### src/rtl/first_nios2_system_sysinfo.sv
// System-information slave: ID, build timestamp, 64-bit prescaled uptime with
// coherent high-word shadow, scratch, control and prescale registers.
// Reads return one cycle after the strobe with readdatavalid.
module first_nios2_system_sysinfo #(
  parameter logic [31:0] SYSTEM_ID        = 32'h0000_0000,
  parameter logic [31:0] TIMESTAMP        = 32'd1521037506,
  parameter logic [31:0] PRESCALE_DEFAULT = 32'd0
) (
  input  logic        clock,
  input  logic        reset,
  input  logic [2:0]  address,
  input  logic        read,
  input  logic        write,
  input  logic [31:0] writedata,
  input  logic [3:0]  byteenable,
  output logic [31:0] readdata,
  output logic        readdatavalid
);

  localparam logic [2:0] ADDR_ID       = 3'd0;
  localparam logic [2:0] ADDR_TSTAMP   = 3'd1;
  localparam logic [2:0] ADDR_UP_LO    = 3'd2;
  localparam logic [2:0] ADDR_UP_HI    = 3'd3;
  localparam logic [2:0] ADDR_SCRATCH  = 3'd4;
  localparam logic [2:0] ADDR_CTRL     = 3'd5;
  localparam logic [2:0] ADDR_PRESCALE = 3'd6;

  logic [63:0] uptime;
  logic [31:0] pcnt;
  logic [31:0] hi_shadow;
  logic [31:0] scratch;
  logic [31:0] prescale;
  logic        en;

  logic        wr_ctrl;
  logic        wr_prescale;
  logic        wr_scratch;
  logic        clr;
  logic        en_next;
  logic        tick;
  logic [31:0] rd_mux;

  function automatic logic [31:0] merge_bytes(input logic [31:0] old_val,
                                              input logic [31:0] new_val,
                                              input logic [3:0]  be);
    logic [31:0] res;
    res = old_val;
    for (int b = 0; b < 4; b++) begin
      if (be[b]) res[8*b +: 8] = new_val[8*b +: 8];
    end
    return res;
  endfunction

  // Decode write strobes; a CTRL write changes EN on the same edge it lands,
  // so the prescaler already sees the new EN value.
  always_comb begin
    wr_ctrl     = write && (address == ADDR_CTRL) && byteenable[0];
    wr_prescale = write && (address == ADDR_PRESCALE);
    wr_scratch  = write && (address == ADDR_SCRATCH);
    clr         = wr_ctrl && writedata[1];
    en_next     = wr_ctrl ? writedata[0] : en;
    tick        = en_next && (pcnt == prescale);
  end

  // Read mux over pre-edge register values.
  always_comb begin
    rd_mux = 32'd0;
    case (address)
      ADDR_ID:       rd_mux = SYSTEM_ID;
      ADDR_TSTAMP:   rd_mux = TIMESTAMP;
      ADDR_UP_LO:    rd_mux = uptime[31:0];
      ADDR_UP_HI:    rd_mux = hi_shadow;
      ADDR_SCRATCH:  rd_mux = scratch;
      ADDR_CTRL:     rd_mux = {31'd0, en};
      ADDR_PRESCALE: rd_mux = prescale;
      default:       rd_mux = 32'd0;
    endcase
  end

  // Prescaler and uptime counter; clear wins over a coincident tick.
  always_ff @(posedge clock or posedge reset) begin
    if (reset) begin
      uptime <= 64'd0;
      pcnt   <= 32'd0;
      en     <= 1'b1;
    end else begin
      en <= en_next;
      if (clr) begin
        uptime <= 64'd0;
        pcnt   <= 32'd0;
      end else begin
        if (tick) uptime <= uptime + 64'd1;
        if (wr_prescale || tick) pcnt <= 32'd0;
        else if (en_next)        pcnt <= pcnt + 32'd1;
      end
    end
  end

  // Byte-enabled writable registers.
  always_ff @(posedge clock or posedge reset) begin
    if (reset) begin
      scratch  <= 32'd0;
      prescale <= PRESCALE_DEFAULT;
    end else begin
      if (wr_scratch)  scratch  <= merge_bytes(scratch, writedata, byteenable);
      if (wr_prescale) prescale <= merge_bytes(prescale, writedata, byteenable);
    end
  end

  // Registered read path; an UPTIME_LO read snapshots the matching high word.
  always_ff @(posedge clock or posedge reset) begin
    if (reset) begin
      readdata      <= 32'd0;
      readdatavalid <= 1'b0;
      hi_shadow     <= 32'd0;
    end else begin
      readdatavalid <= read;
      if (read) readdata <= rd_mux;
      if (read && (address == ADDR_UP_LO)) hi_shadow <= uptime[63:32];
    end
  end

endmodule

### config.mk
export PLATFORM = sky130hd
export DESIGN_NAME = first_nios2_system_sysinfo
export DESIGN_NICKNAME = d
export VERILOG_FILES = /design/src/rtl/first_nios2_system_sysinfo.sv
export SDC_FILE = /design/constraint.sdc
export NUM_CORES = 1
export LEC_CHECK = 0
export ABC_AREA = 1
export BUFFER_PORTS_ARGS = -buffer_cell sky130_fd_sc_hd__buf_4
export CAP_MARGIN = 20
export CORE_MARGIN = 3
export CORE_UTILIZATION = 64
export CTS_BUF_LIST = sky130_fd_sc_hd__clkbuf_2
export CTS_CLUSTER_SIZE = 20
export DETAILED_ROUTE_END_ITERATION = 6
export HOLD_SLACK_MARGIN = 0.15
export PLACE_DENSITY_LB_ADDON = 0.12
export SYNTH_ARGS = -nofsm -noshare
export SYNTH_HDL_FRONTEND = slang
export SYNTH_SLANG_ARGS = --single-unit
### constraint.sdc
create_clock -name clock -period 8.5 [get_ports clock]
set_input_delay 1.7 -clock clock [delete_from_list [all_inputs] [get_ports clock]]
set_output_delay 1.7 -clock clock [all_outputs]
set_load 0.01 [all_outputs]
Word-level counts from Yosys, hierarchy flattened. Cells that the tools add are included.

Div/mod/pow operators: 0. Equality and inequality tests: 7. Add/sub/neg operators: 2. Bitwise gates (word level): 0. Order comparisons: 0. Reductions and logical operators: 18. Muxes and demuxes: 7. Shift operators: 0. $mul: 0.

Operator list (count): $pmux W32 S6 (1); $mux W64 (2); $mux W32 (3); $add A64 B1 Y64 const B (1); $add A32 B1 Y32 const B (1); $eq A32 B32 Y1 (1); $reduce_and A2 Y1 (8); $eq A3 B3 Y1 const B (3); $logic_and A1 B1 Y1 (7); $eq A3 B2 Y1 const B (2); $eq A3 B1 Y1 const B (1); $reduce_bool A3 Y1 (1); $reduce_bool A2 Y1 (1); $logic_or A1 B1 Y1 (1); $mux W1 (1).

Memory bits (read-only): 0. Bits in writable memories: 0. Bits in registers: 226. Memories kept: 0. Output and inout port bits: 33. Latch bits: 0.

Longest topological paths before layout.
Depth in word-level cells: 8. Mapped depth: 13. Mapped depth without buffers: 13.

Worst setup path before layout. No wires, ideal clock.

Path type: input port to flip-flop. From: input address[1]. To: register pcnt[0]. Library setup time: 0.119 ns. Setup slack: 5.483 ns. Data arrival time: 2.899 ns. Stages on the path: 10. Path through: inv_2 nand3_1 nor2_2 o21ai_1 nor2_1 nand3_2 buf_6 buf_4 nand4_1 nand2_1.

Cells in the longest elaborated chain, start to end: 8. Elaborated cells between the ends (all ways): 12. Classes of those cells: 2 x eq/ne; 3 x mux; 7 x reduce/logical.

Ends and longest elaborated chain: from (decl) (RTL line 11) `input logic [2:0] address,`; $eq A3 B3 Y1 (RTL line 57) `wr_ctrl = write && (address == ADDR_CTRL) && byteenable[0];`; $logic_and A1 B1 Y1 (2 in a row) (RTL line 57); $mux W1 (RTL line 61) `en_next = wr_ctrl ? writedata[0] : en;`; $logic_and A1 B1 Y1 (RTL line 62) `tick = en_next && (pcnt == prescale);`; $logic_or A1 B1 Y1 (RTL line 93) `if (wr_prescale || tick) pcnt <= 32'd0;`; $mux W32 (RTL line 93); $mux W32 (RTL line 88) `if (clr) begin`; to (signal assigned) (RTL line 94) `else if (en_next) pcnt <= pcnt + 32'd1;`; to (decl) (RTL line 29) `logic [31:0] pcnt;`.

Several ways; a longest one is shown, not always the timed one. A chain may end at the register's enable or synchronous reset.

Final worst setup path.
From: input address[1]. To: register uptime[55].

Cells in the longest elaborated chain, start to end: 6. Elaborated cells between the ends (all ways): 8. Classes of those cells: 1 x eq/ne; 2 x mux; 5 x reduce/logical.

Ends and longest elaborated chain: $eq A3 B3 Y1 (*) (RTL line 57); $logic_and A1 B1 Y1 (*) (2 in a row) (RTL line 57); $mux W1 (RTL line 61); $logic_and A1 B1 Y1 (RTL line 62); $reduce_bool A2 Y1 (no line); to (signal assigned) (RTL line 92) `if (tick) uptime <= uptime + 64'd1;`; to (decl) (RTL line 28) `logic [63:0] uptime;`.

Mark *: on every way between the ends. The rest lies on a longest branch, timed or not.

==> results.py <==
metrics = {
    "worst_setup_path": {
        "rr_worst_depth": 9,
        "crit_path_cell_trace": "buf_4, inv_2, nand3_1, nor2_2, nand2_1, o21ai_1, nor2_1, nand3_2, buf_4, nand2_4, o21ai_0",
        "worstSetupPathType": "in -> reg",
        "slowest_stage": "buf_4",
        "critPathBufInv": 3,
        "crit_family": "simple AND/OR/NAND/NOR gates",
        "cpPeakStageDelay_ns": 0.67,
        "reg2reg_slack_ns": 5.36,
        "cp_common_cell": "buf_4",
        "worstSetupStartpointType": "primary input",
        "cp_data_arrival_time_ns": 4.70,
        "cp.depth": 11,
        "end_kind": "flop",
        "critPathMaxFanout": 62,
        "critPathRequiredTime_ns": 9.28,
    },
    "global_routing": {
        "grt_max_degree": 147,
        "grt_overflow_total": 0,
        "grt_first_pass_wirelength_um": 62300,
        "grt_usage_pct": 36.4,
        "antenna_found_initial": 1,
        "grt_pass1_vias": 11758,
    },
    "sta": {
        "worst_pin_slew_ns": 1.05,
        "setup_violations": 0,
        "hold_ws_ns": 0.494,
        "slew_headroom_pct": 29.9,
        "fmaxAchievable_mhz": 255,
        "fin_crit_ns": 3.92,
        "setup_tns_ns": 0,
        "rsz0062_at_grt": "no",
        "fin_worst_skew_ns": 0.0476,
        "hold_violations": 0,
        "period_share_pct": 46.1,
        "finalMaxSlewViolations": 0,
    },
    "place": {
        "dpl.hpwl_um": 28900,
        "placed_area_um2": 13500,
        "io_buffers": 75,
        "place_inst": 2045,
        "place.gp.congestion": 0.959,
    },
    "layout": {
        "fin_area_um2": 14000,
        "drive_above_1_share_pct": 11.4,
        "instances_no_fill": 2151,
        "area_growth_pct": 9.40,
        "nets": 1886,
        "final_core_utilization_pct": 71.5,
    },
    "floorplan": {
        "die_w_um": 147,
        "num_rows": 51,
        "die_y_um": 147,
        "core_area_um2": 19600,
        "start_util_pct": 65.4,
        "io_pins": 76,
        "dieArea_um2": 21700,
    },
    "synth": {
        "synth_edf_count": 0,
        "syn-instance-count": 1764,
        "synth_common_cells": "618 x nand2_1, 245 x nor2_1, 225 x dfrtp_1",
        "synth_top_area_share_pct": 44.0,
        "ys_warn_count": 0,
        "yosysMostFrequentCell": "nand2_1",
        "synth-seq-cells": 226,
        "synth-seq-area-share_pct": 44.2,
        "syn_avg_cell_area_um2": 7.26,
        "syn_area_um2": 12800,
        "async_flop_share_pct": 100,
        "synthesis.nets": 1809,
        "synth.area.top_cells": "dfrtp_1 44%, nand2_1 18%, nor2_1 7.2%",
        "yosysUniqueCellTypes": 35,
        "post-synth-top-area-cell": "dfrtp_1",
        "ys.flop_type": "dfrtp_1",
    },
    "route": {
        "vias": 12415,
        "wl_per_cell_um": 18.3,
        "first_iter_violations": 1214,
        "drc": 0,
        "postRouteAntennaNets": 0,
        "first_pass_iters": 6,
        "viasPerCell": 5.77,
        "wirelength_um": 39400,
    },
    "hold_path": {
        "hold_path.class": "reg -> reg",
        "worstHoldPathCells": 2,
    },
    "clocking": {
        "h-tree-depth": 2,
        "cts_tree": "built",
        "cts.sinks": 226,
        "cts_resized": 0,
        "path_clk_slew_ns": 0.11,
        "cts_buffers": 58,
        "cts_buffer_depth": 3,
        "ctsHoldBuffers": 0,
        "post_cts_buffers": 0,
        "clock-root-buffer": "clkbuf_2",
        "clk_latency_ns": 0.88,
    },
    "flow_run": {
        "cap_violations": 0,
    },
    "power": {
        "p_per_area_nw_per_um2": 183,
        "power.leakage_uw": 0.00696,
        "ir_drop_uv": 129,
    },
    "status": {
        "status": "finished, final reports clean",
    },
}
==> metrics by stage <==
step,power [uW],setup slack [ns]
2_1_floorplan,1650,0.610
3_3_place_gp,1800,3.85
3_5_place_dp,1830,3.73
4_1_cts,2560,4.67
5_1_grt,2700,4.36
6_report,2560,4.58
==> state kept, by name, summed over array words and instances, names as in the netlist <==
register,count
readdata,32
prescale,32
hi_shadow,32
en,1
pcnt,32
readdatavalid,1
scratch,32
uptime,64
==> path summary, 6_finish.rpt <==
check / start / to
max: address[1] / uptime[55]
min: hi_shadow[9] / hi_shadow[9]
max reg2reg: pcnt[27] / uptime[55]
min reg2reg: hi_shadow[9] / hi_shadow[9]
max in group asynchronous: reset / prescale[23]
min in group asynchronous: reset / scratch[12]
==> logic make-up after synthesis <==
group                      count (synthesis)  synth area share [%]
and+or+nand+nor                         1060                  33.9
DFF                                      226                  44.2
buffers and inverters                    203                  6.31
AOI/OAI and AO/OA                        150                  6.40
xor gates and xnor gates                  90                  6.16
muxes                                     33                  2.90
adders and majority gates                  2                 0.195
==> worst register-to-register path: cells and delay by family, from the launching register on <==
kind	cells	cell delay [ns]
compound gates	1	0.19
xor+xnor	1	0.21
buf+inv	1	0.55
flops	1	0.49
simple gates	6	1.57
==> layout make-up <==
| class | count | area [um^2] |
|---|---|---|
| Multi-Input combinational cell | 1335 | 6350 |
| Fill cell | 1661 | 5580 |
| Clock buffer | 84 | 420 |
| Tap cell | 265 | 332 |
| Clock inverter | 20 | 85.1 |
| Antenna cell | 1 | 2.50 |
| Inverter | 137 | 522 |
| Sequential cell | 226 | 5660 |
| Timing Repair Buffer | 83 | 643 |
==> report_power, final <==
part / switching [uW] / internal, uW
Sequential: 157 / 1220
Combinational: 263 / 182
Clock: 471 / 267
==> metal layers <==
layer,share of wire [%],GRT usage [%],vias to the layer above
li1,-,-,5824
met1,40,48.7,5907
met2,47,58.5,560
met3,8.1,7.33,124
met4,4.6,15.4,0
met5,0,0,-
==> layout by cell type, fill, tap and decap left out, types with 4 or more instances in the layout <==
cell and instances:
nand2_1 617, nor2_1 245, dfrtp_1 225, inv_1 132
nand3_1 122, o21ai_0 112, clkbuf_2 84, buf_4 82
nand4_1 60, xor2_1 53, xnor2_1 37, mux2_2 29
clkinv_1 15, o2111ai_1 10, a21oi_1 10, o21ai_1 6
a221oi_1 5, a31oi_1 5, clkinv_2 5, mux2_1 4
Power figures use the tool's default switching activity.
